## config.mk

```make
export PLATFORM = sky130hd
export DESIGN_NAME = mult_div_unit
export DESIGN_NICKNAME = d
export VERILOG_FILES = /design/src/rtl/mult_div_unit.sv
export SDC_FILE = /design/constraint.sdc
export NUM_CORES = 1
export LEC_CHECK = 0
export ABC_AREA = 0
export CORE_MARGIN = 2
export CORE_UTILIZATION = 35
export CTS_CLUSTER_DIAMETER = 60
export DETAILED_ROUTE_END_ITERATION = 12
export SETUP_SLACK_MARGIN = 0.05
export SYNTH_ARGS = -nofsm -noshare
export SYNTH_HDL_FRONTEND = slang
export SYNTH_SLANG_ARGS = --single-unit
```

## constraint.sdc

```tcl
create_clock -name clk -period 12.6 [get_ports clk]
set_clock_uncertainty 0.05 [all_clocks]
set_input_delay 1.26 -clock clk [delete_from_list [all_inputs] [get_ports clk]]
set_output_delay 1.26 -clock clk [all_outputs]
set_load 0.005 [all_outputs]
```

## src/rtl/mult_div_unit.sv

```systemverilog
// Purpose : iterative signed MULT (radix-2 Booth) / DIV (restoring) unit for the HI/LO registers.
// Latency : WIDTH+1 edges from accepted start to hi/lo/done; a DIV by zero or a DIV without the divider completes at edge 0.
// Backpr. : no queueing; start is accepted only while idle and ignored while busy=1.
// Ports   : clk, reset (async, active-high); start, op (0=MULT, 1=DIV), a, b operands;
//           hi/lo results (MULT: product halves, DIV: remainder/quotient), busy, done (1-cycle), div_zero.
// Config  : define MULT_DIV_UNIT_DIV_EN to build the divider datapath and DIV state; when it is
//           undefined, a DIV request only produces a done pulse and leaves hi/lo untouched.
module mult_div_unit #(
  parameter int WIDTH = 32
) (
  input  logic             clk,
  input  logic             reset,
  input  logic             start,
  input  logic             op,
  input  logic [WIDTH-1:0] a,
  input  logic [WIDTH-1:0] b,
  output logic [WIDTH-1:0] hi,
  output logic [WIDTH-1:0] lo,
  output logic             busy,
  output logic             done,
  output logic             div_zero
);

  localparam int CW = $clog2(WIDTH) + 1;

  typedef enum logic [1:0] {ST_IDLE, ST_MULT, ST_DIV} state_t;

  state_t          state;
  logic [CW-1:0]   cnt;

  // Booth accumulator {upper, lower, q-1}. The upper half carries one guard bit so that
  // subtracting a most-negative multiplicand cannot overflow before the arithmetic shift.
  logic [2*WIDTH+1:0] acc;
  logic [WIDTH-1:0]   mcand;
  logic [WIDTH:0]     mcand_x;
  logic [WIDTH:0]     upper;
  logic [WIDTH:0]     upper_nxt;
  logic [2*WIDTH+1:0] booth_nxt;

  assign mcand_x = {mcand[WIDTH-1], mcand};
  assign upper   = acc[2*WIDTH+1:WIDTH+1];

  always_comb begin
    upper_nxt = upper;
    case (acc[1:0])
      2'b01:   upper_nxt = upper + mcand_x;
      2'b10:   upper_nxt = upper - mcand_x;
      default: upper_nxt = upper;
    endcase
  end

  // Arithmetic shift right of {upper_nxt, lower, q-1}; the old q-1 falls off the end.
  assign booth_nxt = {upper_nxt[WIDTH], upper_nxt, acc[WIDTH:1]};

`ifdef MULT_DIV_UNIT_DIV_EN
  // Restoring divider on magnitudes. quo starts as |a| and is shifted out MSB-first
  // while quotient bits are shifted in at the bottom.
  logic [WIDTH-1:0] rem;
  logic [WIDTH-1:0] quo;
  logic [WIDTH-1:0] dvsr;
  logic             neg_q;
  logic             neg_r;
  logic [WIDTH-1:0] a_mag;
  logic [WIDTH-1:0] b_mag;
  logic [WIDTH:0]   rem_sh;
  logic [WIDTH:0]   rem_diff;
  logic             q_bit;
  logic [WIDTH-1:0] rem_nxt;

  // -2^(WIDTH-1) maps onto itself, which is the correct unsigned magnitude.
  assign a_mag    = a[WIDTH-1] ? -a : a;
  assign b_mag    = b[WIDTH-1] ? -b : b;
  assign rem_sh   = {rem, quo[WIDTH-1]};
  assign rem_diff = rem_sh - {1'b0, dvsr};
  assign q_bit    = ~rem_diff[WIDTH];
  // Remainder is always below the divisor, so WIDTH bits suffice in both branches.
  assign rem_nxt  = q_bit ? rem_diff[WIDTH-1:0] : rem_sh[WIDTH-1:0];
`endif

  always_ff @(posedge clk or posedge reset) begin
    if (reset) begin
      state    <= ST_IDLE;
      cnt      <= '0;
      acc      <= '0;
      mcand    <= '0;
      hi       <= '0;
      lo       <= '0;
      busy     <= 1'b0;
      done     <= 1'b0;
      div_zero <= 1'b0;
`ifdef MULT_DIV_UNIT_DIV_EN
      rem      <= '0;
      quo      <= '0;
      dvsr     <= '0;
      neg_q    <= 1'b0;
      neg_r    <= 1'b0;
`endif
    end else begin
      done <= 1'b0;
      case (state)
        ST_IDLE: begin
          if (start) begin
            div_zero <= 1'b0;
            cnt      <= '0;
            if (!op) begin
              acc   <= {{(WIDTH+1){1'b0}}, b, 1'b0};
              mcand <= a;
              busy  <= 1'b1;
              state <= ST_MULT;
            end else begin
`ifdef MULT_DIV_UNIT_DIV_EN
              if (b == '0) begin
                // Divide by zero: report immediately, results untouched.
                div_zero <= 1'b1;
                done     <= 1'b1;
              end else begin
                quo   <= a_mag;
                rem   <= '0;
                dvsr  <= b_mag;
                neg_q <= a[WIDTH-1] ^ b[WIDTH-1];
                neg_r <= a[WIDTH-1];
                busy  <= 1'b1;
                state <= ST_DIV;
              end
`else
              // No divider built: acknowledge the request and leave hi/lo alone.
              done <= 1'b1;
`endif
            end
          end
        end

        ST_MULT: begin
          if (cnt == CW'(WIDTH)) begin
            hi    <= acc[2*WIDTH:WIDTH+1];
            lo    <= acc[WIDTH:1];
            done  <= 1'b1;
            busy  <= 1'b0;
            state <= ST_IDLE;
          end else begin
            acc <= booth_nxt;
            cnt <= cnt + 1'b1;
          end
        end

`ifdef MULT_DIV_UNIT_DIV_EN
        ST_DIV: begin
          if (cnt == CW'(WIDTH)) begin
            // Truncating division: quotient sign from sign(a)^sign(b), remainder follows a.
            lo    <= neg_q ? -quo : quo;
            hi    <= neg_r ? -rem : rem;
            done  <= 1'b1;
            busy  <= 1'b0;
            state <= ST_IDLE;
          end else begin
            rem <= rem_nxt;
            quo <= {quo[WIDTH-2:0], q_bit};
            cnt <= cnt + 1'b1;
          end
        end
`endif

        default: state <= ST_IDLE;
      endcase
    end
  end

endmodule

```

==> results of run 1 <==
==> worst max-delay path: stages (launching register included) <==
cell and delay (ns):
dfrtp_1 0.42, nor4_1 0.44, nand2_1 0.19, nor3_1 0.35, nand2_1 0.21, nor3_1 0.21, nor2_1 0.07, xnor2_1 0.24
ha_1 0.36, a21oi_1 0.33, o21ba_2 0.21, or3b_1 0.36, nand4b_1 0.18, o2bb2ai_1 0.20, xnor2_1 0.13, o22ai_1 0.09
==> placed cells by master, fill, tap and decap left out, drive strengths merged, types with 36 or more instances in the layout <==
cell type | synthesis | final
ha | 36 | 36
nor2 | 58 | 58
clkdlybuf4s50 | 0 | 133
mux2 | 63 | 63
o21ai | 89 | 89
xnor2 | 38 | 38
dfrtp | 169 | 169
mux2i | 41 | 41
a21oi | 46 | 46
nand2 | 176 | 176
==> layout make-up <==
type	instances	area [um2]	share of cell area, %
multi-input combinational	754	4960	42.4
sequential	169	4230	36.2
timing repair buffer	143	1410	12.0
tap	341	427	3.65
clock buffer	17	425	3.64
clock inverter	15	175	1.50
inverter	17	68.8	0.589
==> synth_stat cells, types with 3 or more instances <==
cell and instances:
a211oi_1 5, a21o_1 9, a21oi_1 46, a22oi_1 12
a31oi_1 9, and3_1 5, buf_1 4, buf_2 4
clkbuf_1 43, dfrtp_1 169, ha_1 36, inv_1 17
mux2_2 63, mux2i_1 41, nand2_1 176, nand2b_1 7
nand3_1 29, nand4_1 15, nor2_1 55, nor2b_1 6
nor3_1 18, nor4_1 6, o211ai_1 9, o21a_1 4
o21ai_0 85, o21ai_1 4, o21bai_1 3, o311a_1 3
o31ai_1 5, or3_2 3, xnor2_1 38, xor2_1 15
==> per-stage QoR <==
| stage | instance area, um2 | utilization, % | hold slack [ns] | setup WS, ns | cells |
|---|---|---|---|---|---|
| 2_1_floorplan | 9490 | - | 0.393 | 6.71 | 996 |
| 3_3_place_gp | 11100 | 41.4 | 0.414 | 8.56 | 1424 |
| 5_1_grt | 11700 | 43.6 | 0.447 | 8.00 | 1456 |
| 4_1_cts | 11700 | 43.6 | 0.440 | 8.45 | 1456 |
| 3_5_place_dp | 11100 | 41.4 | 0.431 | 8.46 | 1424 |
| 6_report | 11700 | 43.6 | 0.443 | 8.43 | 1456 |
==> metal layers <==
layer | vias to the layer above | GRT usage, %
met1 | 3634 | 25.0
met3 | 13 | 3.44
li1 | 3747 | -
met4 | 0 | 3.52
met5 | - | 0
met2 | 195 | 27.8
==> final timing paths <==
check	startpoint	to	cells after the start
min in group asynchronous	reset	lo[23]$_DFFE_PP0P_	2
worst max register to register	mcand[3]$_DFFE_PP0P_	acc[64]$_DFFE_PP0P_	15
max in group asynchronous	reset	busy$_DFFE_PP0P_	3
worst max-delay path	mcand[3]$_DFFE_PP0P_	acc[64]$_DFFE_PP0P_	15
worst min register to register	cnt[5]$_DFFE_PP0P_	cnt[5]$_DFFE_PP0P_	1
worst min-delay path	cnt[5]$_DFFE_PP0P_	cnt[5]$_DFFE_PP0P_	1
==> cells by family (layout without fill, tap and decap cells) <==
kind of cell | count (synthesis) | count (layout) | synth area share (%)
XOR/XNOR | 53 | 53 | 4.89
AO/OA/AOI/OAI | 217 | 217 | 14.0
flip-flops | 169 | 169 | 44.6
other | 1 | 1 | 0.0395
adder cells (fa/ha/maj) | 37 | 37 | 4.96
buffers and inverters | 73 | 192 | 3.27
multiplexers | 104 | 104 | 11.8
AND/OR/NAND/NOR | 342 | 342 | 16.4
==> flip-flops by register name (all words and copies together) (netlist names) <==
register	flops
hi	32
lo	32
busy	1
mcand	32
acc	65
done	1
cnt	6
==> results.rst, run 1 <==
.. list-table::
   :header-rows: 1

   * - Metric
     - Value
   * - Top flip-flop cell by instance count after synthesis
     - dfrtp_1
   * - Startpoint-to-endpoint class of the critical path
     - reg -> reg
   * - Number of buffers inserted by post-CTS setup repair
     - 0
   * - Cell taking the most area after synthesis
     - dfrtp_1
   * - Vert. Die Dim
     - 169 um
   * - Highest metal layer with signal wires
     - met4
   * - Cells taking the most area after synthesis
     - dfrtp_1 (45%), mux2_2 (7.5%), nand2_1 (7.0%)
   * - Placeable core region
     - 26800 um2
   * - Count of distinct cell types in the synthesized netlist
     - 73
   * - CP max FO
     - 6
   * - Number of buffers added by the clock tree synthesis step
     - 17
   * - Number of buffers inserted by port buffering
     - 133
   * - Gpl congestion
     - 0.896
   * - Routed length on met2
     - 10900 um
   * - # resized after CTS
     - 0
   * - Register clock-pin slew on the reported worst setup and hold paths
     - 0.07 ns
   * - Synthesized area
     - 9490 um2
   * - Clock tree sinks
     - 169
   * - Register-to-register setup slack
     - 8.43 ns
   * - Count of flip-flops with a built-in enable after synthesis
     - 0
   * - Total routed wirelength
     - 24500 um
   * - Setup violation total in the final timing report
     - 0
   * - Crit path capture type
     - flop
   * - Req. time, crit path
     - 12.86 ns
   * - Max-Cap Viols
     - 0
   * - Standard-cell rows
     - 60
   * - Worst slew slack as a fraction of its limit
     - 28.3%
   * - CTS Root Cell
     - clkbuf_16
   * - Count of final max-slew check failures
     - 0
   * - Antenna violations before repair
     - 0
   * - Number of warnings printed during yosys synthesis
     - 0
   * - Wire length on met1
     - 12100 um
   * - Tmin final
     - 4.17 ns
   * - Launching element type of the critical path
     - flop
   * - Clock latency on the worst-skew pair
     - 0.43 ns
   * - Proportion of synthesized chip area in sequential cells
     - 44.6%
   * - Achievable frequency
     - 240 MHz
   * - Starting Density
     - 35.4%
   * - Post-Route Setup TNS
     - 0 ns
   * - Growth of design area from synthesis to finish
     - 23.3%
   * - CTS tree
     - done
   * - Average cell area after synthesis
     - 9.52 um2
   * - Worst slew pin tran
     - 1.07 ns
   * - Wire length of the first global-routing pass
     - 39700 um
   * - Wire length per cell
     - 16.9 um
   * - Share of flip-flops with an asynchronous set or reset
     - 100%
   * - Setup repair after global routing missed its margin
     - no
   * - Die Outline Area
     - 28400 um2
   * - CTS H-Tree Depth
     - 4
   * - Routed length on met3
     - 1300 um
   * - Total overflow reported by the global router
     - 0
   * - Remaining routing DRC violations
     - 0
   * - Overall routing resource usage
     - 17.5%
   * - Vias
     - 7589
   * - Detailed Place HPWL
     - 17700 um
   * - Number of fill cells in the layout
     - 2652
   * - Top Ports
     - 135
   * - Detailed-router iteration count before antenna repair
     - 5
   * - Final critical-path share of the clock period
     - 33.1%
   * - Total nets after synthesis
     - 1101
   * - Top cell type's share of synthesized area
     - 44.6%
   * - Type of the worst min-delay path
     - reg -> reg
   * - Post-DRT Antenna Nets
     - 0
   * - Signal arrival time at the worst endpoint
     - 4.42 ns
   * - Overall die width
     - 169 um
   * - Cells after Synth
     - 996
   * - Final hold violations
     - 0
   * - Final Net Count
     - 1207
   * - Flops & latches, synth
     - 169
   * - Run status
     - complete, no violations
   * - Largest net degree at the start of global routing
     - 100
   * - Drt via density
     - 5.21
   * - Vias in the first global route
     - 7467
   * - Max Root-Sink Buffers
     - 2
   * - Initial detailed-routing violation count
     - 443
   * - Diode insertion count for antenna repair
     - 0
   * - Hold buffer count at CTS
     - 0
   * - Share of final-layout standard cells stronger than drive strength 1
     - 11.2%
Power of run 1 is left out: the tool's default activity adds up to more than one toggle a clock period on the data nets, which glitch-free logic cannot reach.
==> run 2, diff against run 1 <==
clock period = 4.4 ns   (was 12.6 ns; I/O delays follow)
==> run 2 against run 1 <==
Critical endpoint is now acc[61]$_DFFE_PP0P_. Routed wire length shrank 1.1%. Sequential share of layout area decreased by 0.33 points. Via count increased by 0.25%.
==> results.rst, run 2 (same netlist as run 1, synthesis figures left out) <==
.. list-table::
   :header-rows: 1

   * - Metric
     - Value
   * - Run status
     - complete, no violations
   * - Total routed wirelength
     - 24300 um
   * - Clock latency on the worst-skew pair
     - 0.44 ns
   * - CTS H-Tree Depth
     - 4
   * - Share of final-layout standard cells stronger than drive strength 1
     - 12.1%
   * - Count of final max-slew check failures
     - 0
   * - Number of buffers inserted by port buffering
     - 133
   * - Final Net Count
     - 1212
   * - Tmin final
     - 3.91 ns
   * - Antenna violations before repair
     - 0
   * - Vert. Die Dim
     - 169 um
   * - Met2 routing resource usage after global routing
     - 26.7%
   * - Worst Hold Path EP
     - lo[21]$_DFFE_PP0P_
   * - Critical register-to-register path endpoint
     - acc[61]$_DFFE_PP0P_
   * - Max-Cap Viols
     - 0
   * - Standard-cell rows
     - 60
   * - Setup violation total in the final timing report
     - 0
   * - Signal arrival time at the worst endpoint
     - 4.20 ns
   * - Wire length per cell
     - 16.6 um
   * - Starting Density
     - 35.4%
   * - Overall die width
     - 169 um
   * - Die Outline Area
     - 28400 um2
   * - Most common cell after layout, fill and taps aside
     - nand2_1
   * - Remaining routing DRC violations
     - 0
   * - CTS Root Cell
     - clkbuf_16
   * - Vias in the first global route
     - 7242
   * - Detailed-router iteration count before antenna repair
     - 5
   * - Max Root-Sink Buffers
     - 2
   * - Placeable core region
     - 26800 um2
   * - Hold buffer count at CTS
     - 0
   * - Final hold slack
     - 0.453 ns
   * - Diode insertion count for antenna repair
     - 0
   * - Post-route core utilization
     - 44.0%
   * - Worst slew slack as a fraction of its limit
     - 35.7%
   * - Number of buffers added by the clock tree synthesis step
     - 17
   * - Crit path capture type
     - flop
   * - Summed area of non-filler cells in the final layout
     - 11800 um2
   * - Flip-flop count of the largest register after layout
     - 65
   * - CP max FO
     - 9
   * - Overall routing resource usage
     - 17.5%
   * - Worst slew pin tran
     - 0.964 ns
   * - Detailed Place HPWL
     - 17500 um
   * - Type of the worst min-delay path
     - reg -> reg
   * - Final hold violations
     - 0
   * - Vias
     - 7608
   * - Register-to-register setup slack
     - 0.49 ns
   * - Req. time, crit path
     - 4.69 ns
   * - Post-DRT Antenna Nets
     - 0
   * - Count of cells along the worst register-to-register path
     - 13
   * - Most frequent cells in the layout
     - nand2_1 (175), dfrtp_1 (168), clkdlybuf4s50_1 (133)
   * - Drt via density
     - 5.21
   * - Met3 Track Usage GR
     - 2.81%
   * - Gpl congestion
     - 0.866
   * - Startpoint-to-endpoint class of the critical path
     - reg -> reg
   * - Wire length of the first global-routing pass
     - 39500 um
   * - Most crowded layer after global routing
     - met2
   * - Final critical-path share of the clock period
     - 88.9%
   * - Launch point of the worst reg-to-reg path
     - mcand[16]$_DFFE_PP0P_
   * - Total overflow reported by the global router
     - 0
   * - M1 GR Usage
     - 26.0%
   * - Register clock-pin slew on the reported worst setup and hold paths
     - 0.07 ns
   * - Area post-placement
     - 11100 um2
   * - Setup repair after global routing missed its margin
     - no
   * - Largest net degree at the start of global routing
     - 170
   * - Post-Route Setup TNS
     - 0 ns
   * - Initial detailed-routing violation count
     - 530
   * - Clock tree sinks
     - 169
   * - Reg with most FFs
     - acc
   * - Number of cells on the worst hold path
     - 1
   * - Top Ports
     - 135
   * - Worst min-delay path startpoint
     - lo[21]$_DFFE_PP0P_
   * - Launching element type of the critical path
     - flop
   * - CTS tree
     - done
   * - Achievable frequency
     - 256 MHz
   * - Growth of design area from synthesis to finish
     - 24.4%
[run 2: routing by layer]
layer / vias up / part of all wire [%]
met1: 3622 / 50
met4: 0 / 1.2
li1: 3757 / -
met2: 209 / 44
met5: - / 0
met3: 20 / 5.0
[run 2: layout make-up]
class | count | area [um2]
fill | 2578 | 15000
multi-input combinational | 754 | 4990
sequential | 169 | 4230
timing repair buffer | 148 | 1460
tap | 341 | 427
clock buffer | 17 | 425
clock inverter | 15 | 205
inverter | 17 | 67.6
[run 2: through the flow]
stage	std cells	setup WS [ns]
floorplan	996	0.751
detailed placement	1428	0.280
global route	1461	0.0706
finish	1461	0.487
global placement	1428	0.406
CTS	1460	0.255
[run 2: worst max path at each step]
stage | endpoint | slack, ns | depth (start not counted) | start
2_1_floorplan | acc[61]$_DFFE_PP0P_ | 0.75 | 14 | mcand[16]$_DFFE_PP0P_
3_3_place_gp | acc[61]$_DFFE_PP0P_ | 0.41 | 14 | mcand[0]$_DFFE_PP0P_
3_5_place_dp | acc[64]$_DFFE_PP0P_ | 0.28 | 14 | mcand[3]$_DFFE_PP0P_
4_1_cts | acc[64]$_DFFE_PP0P_ | 0.26 | 14 | mcand[5]$_DFFE_PP0P_
5_1_grt | acc[64]$_DFFE_PP0P_ | 0.07 | 14 | mcand[5]$_DFFE_PP0P_
6_report | acc[61]$_DFFE_PP0P_ | 0.49 | 13 | mcand[16]$_DFFE_PP0P_
[run 2: timing repair]
item	4_1_cts	5_1_grt
endpoints found under the setup margin	0	7
gates resized for setup	0	6
endpoints found under the hold margin	0	0
buffers inserted	0	1
[run 2: critical path, cell delays in order, from the launching register on]
cell,delay (ns)
dfrtp_1,0.44
or4_4,0.57
or3_4,0.43
nor2_8,0.15
nor2_1,0.06
xnor2_1,0.20
ha_1,0.38
a21o_1,0.25
a31oi_2,0.22
nor2_1,0.07
or3_1,0.30
a221oi_1,0.32
a21boi_0,0.14
o31ai_1,0.22
Power of run 2 is left out for the same reason.
==> run 3, diff against run 2 <==
--- a/config.mk
+++ b/config.mk
@@ -8,2 +8,3 @@
 export ABC_AREA = 0
+export CORE_ASPECT_RATIO = 1.4
 export CORE_MARGIN = 2
==> constraint.sdc (replaced) <==
create_clock -name clk -period 4.4 [get_ports clk]
set_clock_uncertainty 0.05 [all_clocks]
set_input_delay 0.66 -clock clk [delete_from_list [all_inputs] [get_ports clk]]
set_output_delay 0.66 -clock clk [all_outputs]
set_load 0.005 [all_outputs]
==> run 3 against run 2 <==
Flip-flop and latch count is the same. Critical endpoint unchanged. Non-clock buffer count increased by 3. Maximum frequency shrank 1.7%. Via count grew 0.35%. Sequential share of layout area did not move. Routed wire length increased by 0.68%. Die area about the same. First-iteration DRC count shrank 32%. Global-route usage is 0.17 points higher. Register-to-register slack worse by 0.07 ns. Design area unchanged.
==> results.rst, run 3 (same netlist as run 1, synthesis figures left out) <==
.. list-table::
   :header-rows: 1

   * - Metric
     - Value
   * - Crit-path cells
     - or4_4, or3_4, nor2_8, nor2_1, xnor2_1, ha_1, a21o_1, a31oi_1, nor2_1, or3_1, a221oi_1, a21boi_0, o31ai_1
   * - Capture point of the critical path
     - acc[61]$_DFFE_PP0P_
   * - Final critical-path share of the clock period
     - 90.5%
   * - Inst Count DP
     - 1454
   * - Area of the multi-input gates
     - 4980 um2
   * - Most common cell after layout, fill and taps aside
     - nand2_1
   * - Critical register-to-register path endpoint
     - acc[61]$_DFFE_PP0P_
   * - CTS Root Cell
     - clkbuf_16
   * - Routed length on met2
     - 11900 um
   * - Final hold violations
     - 0
   * - Clock tree sinks
     - 169
   * - Final Net Count
     - 1215
   * - Type of the worst min-delay path
     - reg -> reg
   * - Vias
     - 7635
   * - CTS H-Tree Depth
     - 4
   * - Max-Cap Viols
     - 0
   * - Diode insertion count for antenna repair
     - 0
   * - Most frequent cells in the layout
     - nand2_1 (175), dfrtp_1 (168), clkdlybuf4s50_1 (133)
   * - Combinational cell fraction of total power
     - 60.9%
   * - Footprint of the flip-flops and latches
     - 4230 um2
   * - Standard-cell rows
     - 71
   * - Hold buffer count at CTS
     - 0
   * - Starting Density
     - 35.5%
   * - Vert. Die Dim
     - 199 um
   * - Internal power summed over all cells
     - 6.29 mW
   * - Achievable frequency
     - 251 MHz
   * - Post-DRT Antenna Nets
     - 0
   * - Total power draw
     - 11.5 mW
   * - Setup repair after global routing missed its margin
     - no
   * - Number of fill cells in the layout
     - 2608
   * - Leakage power
     - 5.40 nW
   * - CTS tree
     - done
   * - Register-to-register setup slack
     - 0.42 ns
   * - Power share of the sequential group
     - 26.3%
   * - Tmin final
     - 3.98 ns
   * - Placeable core region
     - 26700 um2
   * - Highest cell delay on the worst timing path
     - 0.57 ns
   * - Reg with most FFs
     - acc
   * - Register clock-pin slew on the reported worst setup and hold paths
     - 0.07 ns
   * - Antenna violations before repair
     - 0
   * - Number of buffers added by the clock tree synthesis step
     - 17
   * - Overall die width
     - 143 um
   * - Wire length on met1
     - 10900 um
   * - Worst slew slack as a fraction of its limit
     - 36.5%
   * - Setup violation total in the final timing report
     - 0
   * - Number of buffers inserted by port buffering
     - 133
   * - Detailed-router iteration count before antenna repair
     - 6
   * - CP dominant cell by count
     - nor2_1
   * - Gpl congestion
     - 0.935
   * - Post-route non-filler standard cell count
     - 1488
   * - Initial detailed-routing violation count
     - 359
   * - Area post-placement
     - 11200 um2
   * - Flip-flop count of the largest register after layout
     - 65
   * - Detailed Place HPWL
     - 18000 um
   * - Remaining routing DRC violations
     - 0
   * - Max Root-Sink Buffers
     - 2
   * - Cell type group with the largest total delay on the critical path
     - simple AND/OR/NAND/NOR gates
   * - Largest net degree at the start of global routing
     - 77
   * - Count of final max-slew check failures
     - 0
   * - Total overflow reported by the global router
     - 0
   * - Vias in the first global route
     - 7545
   * - Launching element type of the critical path
     - flop
   * - Growth of design area from synthesis to finish
     - 24.4%
   * - Die Outline Area
     - 28500 um2
   * - Total routed wirelength
     - 24400 um
   * - Routed length on met3
     - 1210 um
   * - Run status
     - complete, no violations
   * - Post-Route Setup TNS
     - 0 ns
   * - Worst supply voltage drop on vdd
     - 0.382 mV
   * - Top Ports
     - 135
   * - Worst setup slack after layout
     - 0.418 ns
   * - Launch point of the worst reg-to-reg path
     - mcand[16]$_DFFE_PP0P_
   * - Wire length per cell
     - 16.4 um
   * - Drt via density
     - 5.13
   * - CP max-delay cell
     - or4_4
   * - Overall routing resource usage
     - 17.7%
   * - Clock latency on the worst-skew pair
     - 0.44 ns
   * - Power per cell area
     - 973 nW/um2
   * - Wire length of the first global-routing pass
     - 39500 um
   * - Count of cells along the worst register-to-register path
     - 13
   * - Share of final-layout standard cells stronger than drive strength 1
     - 12.2%
   * - Crit path buf inv count
     - 0
   * - Start point of the critical path
     - mcand[16]$_DFFE_PP0P_
   * - Crit path capture type
     - flop
   * - Startpoint-to-endpoint class of the critical path
     - reg -> reg
   * - Highest metal layer with signal wires
     - met4
   * - Sw Ratio
     - 45.2%
   * - Switching power
     - 5.19 mW
   * - CP max FO
     - 9
   * - Worst slew pin tran
     - 0.948 ns
   * - Req. time, crit path
     - 4.69 ns
   * - Signal arrival time at the worst endpoint
     - 4.27 ns
   * - Number of cells on the critical path
     - 13
   * - Pre-CTS worst setup slack
     - 0.204 ns
   * - Summed area of non-filler cells in the final layout
     - 11800 um2
   * - Clock share of power
     - 12.8%
run 3: layer usage:
layer  GRT usage (%)  vias up
li1                -     3762
met1            22.8     3624
met2            29.9      218
met3            3.18       31
met4            5.65        0
met5               0        -
run 3: per-stage QoR:
stage / hold WS (ns) / utilization [%]
after detailed placement: 0.429 / 41.8
after global placement: 0.418 / 41.8
final: 0.435 / 44.1
after global routing: 0.470 / 44.1
after CTS: 0.437 / 44.0
after floorplan: 0.393 / -
run 3: layout make-up:
type | instances | area share, %
Multi-Input combinational cell | 754 | 42.2
Sequential cell | 169 | 35.8
Timing Repair Buffer | 151 | 12.6
Tap cell | 365 | 3.87
Clock buffer | 18 | 3.64
Clock inverter | 14 | 1.23
Inverter | 17 | 0.573
run 3: worst min path at each step:
stage | from | end | slack (ns) | depth (start not counted)
after CTS | cnt[5]$_DFFE_PP0P_ | cnt[5]$_DFFE_PP0P_ | 0.44 | 1
after floorplan | cnt[5]$_DFFE_PP0P_ | cnt[5]$_DFFE_PP0P_ | 0.39 | 1
after detailed placement | hi[31]$_DFFE_PP0P_ | hi[31]$_DFFE_PP0P_ | 0.43 | 2
after global placement | hi[0]$_DFFE_PP0P_ | hi[0]$_DFFE_PP0P_ | 0.42 | 2
after global routing | hi[14]$_DFFE_PP0P_ | hi[14]$_DFFE_PP0P_ | 0.47 | 1
final | cnt[5]$_DFFE_PP0P_ | cnt[5]$_DFFE_PP0P_ | 0.43 | 1
run 3: timing repair:
item,4_1_cts,5_1_grt
setup endpoints to repair,0,6
hold endpoints to repair,0,0
resized for setup,0,5
setup buffers,0,2
run 3: power by group through the flow:
stage                     registers [mW]  logic (mW)  clock network (mW)
final                               3.02        6.99                1.48
after global routing                3.14        7.83                1.58
after CTS                           3.02        6.98                1.52
after detailed placement            3.06        6.96                   0
after global placement              3.03        6.93                   0
after floorplan                     2.86        5.06                   0
(Power assumes the default switching activity.)
